$ cat config.mk
export PLATFORM = sky130hd
export DESIGN_NAME = snoopy_bus_arbiter_flat
export DESIGN_NICKNAME = d
export VERILOG_FILES = /design/src/rtl/snoopy_bus_arbiter_pkg.sv /design/src/rtl/snoopy_bus_arbiter_if.sv /design/src/rtl/snoopy_bus_arbiter_round_robin_picker.sv /design/src/rtl/snoopy_bus_arbiter.sv /design/src/flat_wrapper.sv
export SDC_FILE = /design/constraint.sdc
export NUM_CORES = 1
export LEC_CHECK = 0
export CAP_MARGIN = 0
export CORE_MARGIN = 1
export CORE_UTILIZATION = 25
export DETAILED_ROUTE_END_ITERATION = 8
export DONT_BUFFER_PORTS = 1
export GPL_TIMING_DRIVEN = 0
export SLEW_MARGIN = 20
export SYNTH_ARGS = -nofsm -noshare
export SYNTH_HDL_FRONTEND = slang
export SYNTH_HIERARCHICAL = 1
export SYNTH_SLANG_ARGS = --single-unit
$ cat constraint.sdc
create_clock -name clock -period 2.5 [get_ports clock]
set_clock_uncertainty 0.05 [all_clocks]
set_input_delay 0.5 -clock clock [delete_from_list [all_inputs] [get_ports clock]]
set_output_delay 0.5 -clock clock [all_outputs]
set_load 0.01 [all_outputs]
$ cat src/rtl/snoopy_bus_arbiter_pkg.sv
`default_nettype none
// ============================================================================
//  Module      : commands (package)
//  Description : Shared definitions for the snoopy command bus. Holds the
//                bus Command encoding, its width and the arbiter state type.
//  Contents    : Command  - NONE / BUS_READ / BUS_READ_EXCLUSIVE /
//                           BUS_INVALIDATE
//                COMMAND_WIDTH - bit width of one Command
//                state_t  - IDLE / SNOOP / DONE
//                cache_index_width() - owner index width for a cache count
//  Revision    : 1.0 - initial release
// ============================================================================
package commands;

    localparam int COMMAND_WIDTH = 2;

    // NONE must stay at zero: an all-zero slice means "no request".
    typedef enum logic [COMMAND_WIDTH-1:0] {
        NONE               = 2'd0,
        BUS_READ           = 2'd1,
        BUS_READ_EXCLUSIVE = 2'd2,
        BUS_INVALIDATE     = 2'd3
    } Command;

    typedef enum logic [1:0] {
        IDLE  = 2'd0,
        SNOOP = 2'd1,
        DONE  = 2'd2
    } state_t;

    // Index width for a given number of caches; never narrower than one bit
    // so a single-cache build still has a legal owner field.
    function automatic int cache_index_width(input int num_caches);
        return (num_caches > 1) ? $clog2(num_caches) : 1;
    endfunction

endpackage
`default_nettype wire

$ cat src/rtl/snoopy_bus_arbiter_if.sv
`default_nettype none
// ============================================================================
//  Module      : snoopy_bus_arbiter_if
//  Description : Bundle of the snoopy command bus between the arbiter and
//                the cache controllers.
//  Signals     : snoopyCommandOut - per-cache requested command (cache->arb)
//                snoopAck         - per-cache snoop-done acknowledge
//                snoopyCommandIn  - broadcast command (arb->caches)
//                cacheNumberOut   - index of the current bus owner
//                snoopValid       - per-cache "snoop this command" strobe
//                grant            - one-hot owner indication
//                isInvalidated    - one-cycle completion pulse to the owner
//                busy             - arbiter is not idle
//  Modports    : master - arbiter side, slave - cache side
//  Revision    : 1.0 - initial release
// ============================================================================
interface snoopy_bus_arbiter_if
    import commands::*;
#(
    parameter int NUMBER_OF_CACHES   = 4,
    parameter int CACHE_NUMBER_WIDTH = cache_index_width(NUMBER_OF_CACHES),
    parameter int COMMAND_WIDTH      = commands::COMMAND_WIDTH
);

    logic [NUMBER_OF_CACHES*COMMAND_WIDTH-1:0] snoopyCommandOut;
    logic [NUMBER_OF_CACHES-1:0]               snoopAck;
    logic [COMMAND_WIDTH-1:0]                  snoopyCommandIn;
    logic [CACHE_NUMBER_WIDTH-1:0]             cacheNumberOut;
    logic [NUMBER_OF_CACHES-1:0]               snoopValid;
    logic [NUMBER_OF_CACHES-1:0]               grant;
    logic [NUMBER_OF_CACHES-1:0]               isInvalidated;
    logic                                      busy;

    modport master (
        input  snoopyCommandOut,
        input  snoopAck,
        output snoopyCommandIn,
        output cacheNumberOut,
        output snoopValid,
        output grant,
        output isInvalidated,
        output busy
    );

    modport slave (
        output snoopyCommandOut,
        output snoopAck,
        input  snoopyCommandIn,
        input  cacheNumberOut,
        input  snoopValid,
        input  grant,
        input  isInvalidated,
        input  busy
    );

endinterface
`default_nettype wire

$ cat src/rtl/snoopy_bus_arbiter_round_robin_picker.sv
`default_nettype none
// ============================================================================
//  Module      : round_robin_picker
//  Description : Combinational round-robin selector. Searches the request
//                vector starting just above lastOwner and wrapping around;
//                the first requester found wins.
//  Ports       : request_i    - one bit per requester
//                lastOwner_i  - index of the most recent winner
//                winner_o     - index of the selected requester
//                anyRequest_o - at least one request bit is set
//  Revision    : 1.0 - initial release
// ============================================================================
module round_robin_picker #(
    parameter int NUM_REQUESTERS = 4,
    parameter int INDEX_WIDTH    = 2
) (
    input  wire logic [NUM_REQUESTERS-1:0] request_i,
    input  wire logic [INDEX_WIDTH-1:0]    lastOwner_i,
    output logic      [INDEX_WIDTH-1:0]    winner_o,
    output logic                           anyRequest_o
);

    logic                   w_foundHigh;
    logic                   w_foundLow;
    logic [INDEX_WIDTH-1:0] w_highIndex;
    logic [INDEX_WIDTH-1:0] w_lowIndex;

    // Wrap-around search done as two ascending scans folded into one loop:
    // the lowest requester above lastOwner has priority, otherwise the lowest
    // requester at or below it (which includes lastOwner itself, last).
    always_comb begin
        w_foundHigh = 1'b0;
        w_foundLow  = 1'b0;
        w_highIndex = '0;
        w_lowIndex  = '0;
        for (int i = 0; i < NUM_REQUESTERS; i++) begin
            if (request_i[i]) begin
                if (INDEX_WIDTH'(i) > lastOwner_i) begin
                    if (!w_foundHigh) begin
                        w_highIndex = INDEX_WIDTH'(i);
                        w_foundHigh = 1'b1;
                    end
                end else if (!w_foundLow) begin
                    w_lowIndex = INDEX_WIDTH'(i);
                    w_foundLow = 1'b1;
                end
            end
        end
    end

    assign anyRequest_o = w_foundHigh | w_foundLow;
    assign winner_o     = w_foundHigh ? w_highIndex : w_lowIndex;

endmodule
`default_nettype wire

$ cat src/rtl/snoopy_bus_arbiter.sv
`default_nettype none
// ============================================================================
//  Module      : snoopy_bus_arbiter
//  Description : Round-robin sequencer for the shared snoopy command bus.
//                Grants one cache at a time, broadcasts its latched command
//                to every other cache, collects one acknowledge per snooper
//                and pulses isInvalidated back to the owner on completion.
//  Ports       : clock - system clock, rising edge
//                reset - synchronous, active-high
//                bus   - snoopy_bus_arbiter_if.master (see interface header)
//  Revision    : 1.0 - initial release
// ============================================================================
module snoopy_bus_arbiter
    import commands::*;
#(
    parameter int NUMBER_OF_CACHES   = 4,
    parameter int CACHE_NUMBER_WIDTH = cache_index_width(NUMBER_OF_CACHES),
    parameter int COMMAND_WIDTH      = commands::COMMAND_WIDTH
) (
    input wire logic             clock,
    input wire logic             reset,
    snoopy_bus_arbiter_if.master bus
);

    localparam int                       N                = NUMBER_OF_CACHES;
    localparam int                       W                = CACHE_NUMBER_WIDTH;
    localparam logic [COMMAND_WIDTH-1:0] CMD_NONE         = COMMAND_WIDTH'(NONE);
    // Starting with the last index makes cache 0 the first one searched.
    localparam logic [W-1:0]             LAST_OWNER_RESET = W'(N - 1);

    // ------------------------------------------------------------------
    // State
    // ------------------------------------------------------------------
    state_t                   state_q,     state_d;
    logic [W-1:0]             owner_q,     owner_d;
    logic [W-1:0]             lastOwner_q, lastOwner_d;
    logic [COMMAND_WIDTH-1:0] command_q,   command_d;
    logic [N-1:0]             ackMask_q,   ackMask_d;

    // ------------------------------------------------------------------
    // Combinational helpers
    // ------------------------------------------------------------------
    logic [COMMAND_WIDTH-1:0] w_reqCommand [N];
    logic [N-1:0]             w_request;
    logic [N-1:0]             w_ownerOneHot;
    logic [W-1:0]             w_winner;
    logic                     w_anyRequest;
    logic [COMMAND_WIDTH-1:0] w_winnerCommand;
    logic [N-1:0]             w_acceptedAcks;

    logic [COMMAND_WIDTH-1:0] w_snoopyCommandIn;
    logic [N-1:0]             w_snoopValid;
    logic [N-1:0]             w_grant;
    logic [N-1:0]             w_isInvalidated;

    generate
        for (genvar i = 0; i < N; i++) begin : g_cache
            assign w_reqCommand[i]  = bus.snoopyCommandOut[i*COMMAND_WIDTH +: COMMAND_WIDTH];
            assign w_request[i]     = (w_reqCommand[i] != CMD_NONE);
            assign w_ownerOneHot[i] = (owner_q == W'(i));
        end
    endgenerate

    round_robin_picker #(
        .NUM_REQUESTERS (N),
        .INDEX_WIDTH    (W)
    ) u_picker (
        .request_i    (w_request),
        .lastOwner_i  (lastOwner_q),
        .winner_o     (w_winner),
        .anyRequest_o (w_anyRequest)
    );

    // Mux the winning slice without a variable array index, so the select
    // stays well-formed for cache counts that are not a power of two.
    always_comb begin
        w_winnerCommand = CMD_NONE;
        for (int i = 0; i < N; i++) begin
            if (w_winner == W'(i)) begin
                w_winnerCommand = w_reqCommand[i];
            end
        end
    end

    // ------------------------------------------------------------------
    // State register
    // ------------------------------------------------------------------
    always_ff @(posedge clock) begin
        if (reset) begin
            state_q     <= IDLE;
            owner_q     <= '0;
            lastOwner_q <= LAST_OWNER_RESET;
            command_q   <= CMD_NONE;
            ackMask_q   <= '0;
        end else begin
            state_q     <= state_d;
            owner_q     <= owner_d;
            lastOwner_q <= lastOwner_d;
            command_q   <= command_d;
            ackMask_q   <= ackMask_d;
        end
    end

    // ------------------------------------------------------------------
    // Next state and outputs
    // ------------------------------------------------------------------
    always_comb begin
        state_d           = state_q;
        owner_d           = owner_q;
        lastOwner_d       = lastOwner_q;
        command_d         = command_q;
        ackMask_d         = ackMask_q;
        w_snoopyCommandIn = CMD_NONE;
        w_snoopValid      = '0;
        w_grant           = '0;
        w_isInvalidated   = '0;
        w_acceptedAcks    = '0;

        unique case (state_q)
            IDLE: begin
                // Owner and command are frozen here; later changes to the
                // owner's slice have no effect until the bus is idle again.
                if (w_anyRequest) begin
                    owner_d   = w_winner;
                    command_d = w_winnerCommand;
                    ackMask_d = '0;
                    state_d   = SNOOP;
                end
            end

            SNOOP: begin
                w_grant           = w_ownerOneHot;
                w_snoopyCommandIn = command_q;
                // Only caches still owing an ack are strobed; acks from the
                // owner or from caches already counted are masked off here.
                w_snoopValid      = ~w_ownerOneHot & ~ackMask_q;
                w_acceptedAcks    = w_snoopValid & bus.snoopAck;
                ackMask_d         = ackMask_q | w_acceptedAcks;
                if ((ackMask_q | w_acceptedAcks | w_ownerOneHot) == {N{1'b1}}) begin
                    state_d = DONE;
                end
            end

            DONE: begin
                w_grant           = w_ownerOneHot;
                w_isInvalidated   = w_ownerOneHot;
                w_snoopyCommandIn = command_q;
                lastOwner_d       = owner_q;
                state_d           = IDLE;
            end

            default: begin
                state_d = IDLE;
            end
        endcase
    end

    assign bus.snoopyCommandIn = w_snoopyCommandIn;
    assign bus.cacheNumberOut  = owner_q;
    assign bus.snoopValid      = w_snoopValid;
    assign bus.grant           = w_grant;
    assign bus.isInvalidated   = w_isInvalidated;
    assign bus.busy            = (state_q != IDLE);

endmodule
`default_nettype wire

$ cat src/flat_wrapper.sv
// flat-port wrapper written by rule: the top's interface ports become plain ports
module snoopy_bus_arbiter_flat import commands::*;
#(
    parameter int NUMBER_OF_CACHES   = 4,
    parameter int CACHE_NUMBER_WIDTH = cache_index_width(NUMBER_OF_CACHES),
    parameter int COMMAND_WIDTH      = commands::COMMAND_WIDTH
)
  (clock, reset, bus_snoopyCommandOut, bus_snoopAck, bus_snoopyCommandIn, bus_cacheNumberOut, bus_snoopValid, bus_grant, bus_isInvalidated, bus_busy);
  snoopy_bus_arbiter_if #(.NUMBER_OF_CACHES(NUMBER_OF_CACHES), .CACHE_NUMBER_WIDTH(CACHE_NUMBER_WIDTH), .COMMAND_WIDTH(COMMAND_WIDTH)) bus_i ();
  input wire logic clock;
  input wire logic reset;
  input wire logic [$bits(bus_i.snoopyCommandOut)-1:0] bus_snoopyCommandOut;
  input wire logic [$bits(bus_i.snoopAck)-1:0] bus_snoopAck;
  output wire logic [$bits(bus_i.snoopyCommandIn)-1:0] bus_snoopyCommandIn;
  output wire logic [$bits(bus_i.cacheNumberOut)-1:0] bus_cacheNumberOut;
  output wire logic [$bits(bus_i.snoopValid)-1:0] bus_snoopValid;
  output wire logic [$bits(bus_i.grant)-1:0] bus_grant;
  output wire logic [$bits(bus_i.isInvalidated)-1:0] bus_isInvalidated;
  output wire logic [$bits(bus_i.busy)-1:0] bus_busy;
  assign bus_i.snoopyCommandOut = bus_snoopyCommandOut;
  assign bus_i.snoopAck = bus_snoopAck;
  assign bus_snoopyCommandIn = bus_i.snoopyCommandIn;
  assign bus_cacheNumberOut = bus_i.cacheNumberOut;
  assign bus_snoopValid = bus_i.snoopValid;
  assign bus_grant = bus_i.grant;
  assign bus_isInvalidated = bus_i.isInvalidated;
  assign bus_busy = bus_i.busy;
  snoopy_bus_arbiter #(.NUMBER_OF_CACHES(NUMBER_OF_CACHES), .CACHE_NUMBER_WIDTH(CACHE_NUMBER_WIDTH), .COMMAND_WIDTH(COMMAND_WIDTH)) u_core (.clock(clock), .reset(reset), .bus(bus_i));
endmodule
==> impl_results.md <==
* Final wirelength at 2.16 mm
* Max Clk Rate at 452 MHz
* Max-cap viol count at 0
* Total core area at 3360 um2
* CTS clock-pin slew for the worst setup and hold paths at 0.08 ns
* Critical path arrival at 2.31 ns
* Final worst-path cycle share at 0.885
* Crit. End Element: register
* Status: complete, no violations
* Worst path required time at 2.60 ns
* Chip width at 61.3 um
* # hold bufs at CTS at 0
* Power density cells at 802 nW/um2
* Vias at 802
* Num rows at 21
* Worst slew margin at 0.570
* Wire per inst at 13.2 um
* Sequential share of the synthesized area at 0.273
* Clock Power Share at 0.201
* PnR worst setup slack at 0.287 ns
* Vias in the first global route at 785
* TritonCTS clock tree: built
* Ratio of cells with drive above 1 in the final layout at 0.179
* DP Worst Slack at -0.0153 ns
* GRT Overall Usage at 0.127
* CP Class: primary input to register
* Setup Viol. Count Final at 0
* Fillers at 392
* Placed cells at 159
* Syn avg cell area at 7.78 um2
* DRT antenna net count at 0
* Port bufs at 0
* Area Overhead vs Synth at 10.7%
* Io pins at 31
* Drt via density at 4.92
* Async SR Flop Fraction at 0
* Clk_lat worst skew at 0.27 ns
* CTS Buf Count at 3
* Dpl hpwl at 1.72 mm
* Multi-input gate area at 579 um2
* Iteration-0 DRC Markers at 52
* Final slew viol count at 0
* # resized after CTS at 0
* Dominant cells by area after synthesis: dfxtp_1 27%, nand2_1 6.0%, a21oi_1 5.1%
* Seq cells post-synth at 12
* Die area at 3760 um2
* Net Sw Frac at 0.421
* Post-layout util at 0.289
* P_sw at 0.328 mW
* Setup TNS at 0 ns
* Hold_ws at 0.278 ns
* Placed inst area at 937 um2
* Pleak at 0.373 nW
* CTS HTree Levels at 1
* Largest net degree at the start of global routing at 11
* Hold Fails Final Rpt at 0
* Largest area contributor in the netlist: dfxtp_1
* Chip Height at 61.3 um
* Final Cell Area at 973 um2
* Hold Path Class: primary input to register
* Synth warn at 6
* EDFF count, synth at 0
* Starting Density at 0.262
* Worst Path Max Fanout at 4
* Post-CTS Setup Inserts at 0
* First-pass GRT wire length at 3.49 mm
* Worst slew pin tran at 0.645 ns
* Yosys top cell area share at 0.273
* Final nets at 135
* Power, Total at 0.780 mW
* Peak supply drop at 0.212 mV
* Library cells used by synthesis at 37
* Post-synthesis cell count at 113
* Placer's final routability congestion estimate at 0.841
* Remaining DRCs at 0
* Combinational group share of total power at 0.462
* Sequential share of power at 0.337
* Syn nets at 130
* Critical path startpoint category: primary input
* Sequential Area at 240 um2
* Minimum clock period at 2.21 ns
* Int Power at 0.452 mW
* Non-filler cells, final at 163
* Initial antenna violation count at 0
* Most used DFF post-synth: dfxtp_1
* CTS max path bufs at 2
* Clk sink count at 12
* DRT Pass-1 Iters at 4
* RSZ-0062 raised after global routing: no
* Mapped Area at 880 um2
* Clk root buf: clkbuf_4
* Ant diodes at 0
* Remaining global-route overflow at 0
## cell type report
cell class                      count  area share
Multi-Input combinational cell     89       0.595
Sequential cell                    12       0.247
Clock buffer                        4      0.0373
Buffer                              4      0.0308
Tap cell                           46      0.0591
Inverter                            8      0.0308
## layer usage
layer  GRT usage  wire, um  vias up  part of all wire
li1            -         -      403                 -
met4      0.0292         8        0            0.0037
met2       0.210       981       27              0.45
met3      0.0483       188        2             0.087
met5           0         0        -                 0
met1       0.157       981      370              0.45
## Yosys cell counts (2+ instances only)
master / number
inv_1: 8
o22ai_1: 2
buf_6: 2
ha_1: 3
or2_2: 4
nand2_1: 14
dfxtp_1: 12
and3_2: 3
clkbuf_1: 2
o21ai_0: 5
nor2_1: 11
and3_1: 2
a21oi_1: 9
mux4_2: 2
nor3_1: 4
and2_1: 5
nor2b_1: 2
nand3_1: 4
## layout by cell type (no fill, tap or decap), types with 3 or more instances in the layout
cell type,count
nand2_1,14
dfxtp_1,12
nor2_1,11
a21oi_1,9
inv_1,8
and2_1,5
o21ai_0,5
nor3_1,4
or2_2,4
nand3_1,4
clkbuf_4,3
and3_2,3
ha_1,3
## registers in the layout, indices dropped and copies added (netlist names)
register	cells
u_core/ackMask_q	4
u_core/bus.cacheNumberOut	2
u_core/state_q	2
u_core/command_q	2
u_core/lastOwner_q	2
## cells by family (layout without fill, tap and decap cells)
kind of cell | count (synthesis) | count (layout) | share of synthesized area
AOI/OAI and AO/OA | 26 | 26 | 0.211
DFF | 12 | 12 | 0.273
buffers and inverters | 12 | 16 | 0.0683
and+or+nand+nor | 57 | 57 | 0.343
adders and majority gates | 3 | 3 | 0.0427
muxes | 3 | 3 | 0.0626
## critical path, stage by stage
cell and delay, ns:
or2_2 0.31, o21a_1 0.19, a221oi_1 0.56, mux4_2 0.58, nand3_1 0.10, a21oi_1 0.06
## power groups by stage
| stage | combinational [mW] | clock, mW | sequential [mW] |
|---|---|---|---|
| global route | 0.403 | 0.169 | 0.270 |
| global placement | 0.354 | 0 | 0.266 |
| detailed placement | 0.363 | 0 | 0.268 |
| finish | 0.360 | 0.157 | 0.263 |
| floorplan | 0.294 | 0 | 0.258 |
| CTS | 0.363 | 0.161 | 0.263 |
## path summary, 6_finish.rpt
kind                                                         start  cells past startpoint                                 end  slack [ns]
worst max-delay path                       bus_snoopyCommandOut[1]                      6    u_core/command_q[1]$_SDFFE_PP0P_        0.29
worst max register to register  u_core/lastOwner_q[0]$_SDFFE_PP1P_                      6    u_core/command_q[1]$_SDFFE_PP0P_        0.43
worst min register to register    u_core/command_q[1]$_SDFFE_PP0P_                      2    u_core/command_q[1]$_SDFFE_PP0P_        0.41
worst min-delay path                                         reset                      1  u_core/lastOwner_q[0]$_SDFFE_PP1P_        0.28
No activity file was read; power rests on OpenSTA's default activity.
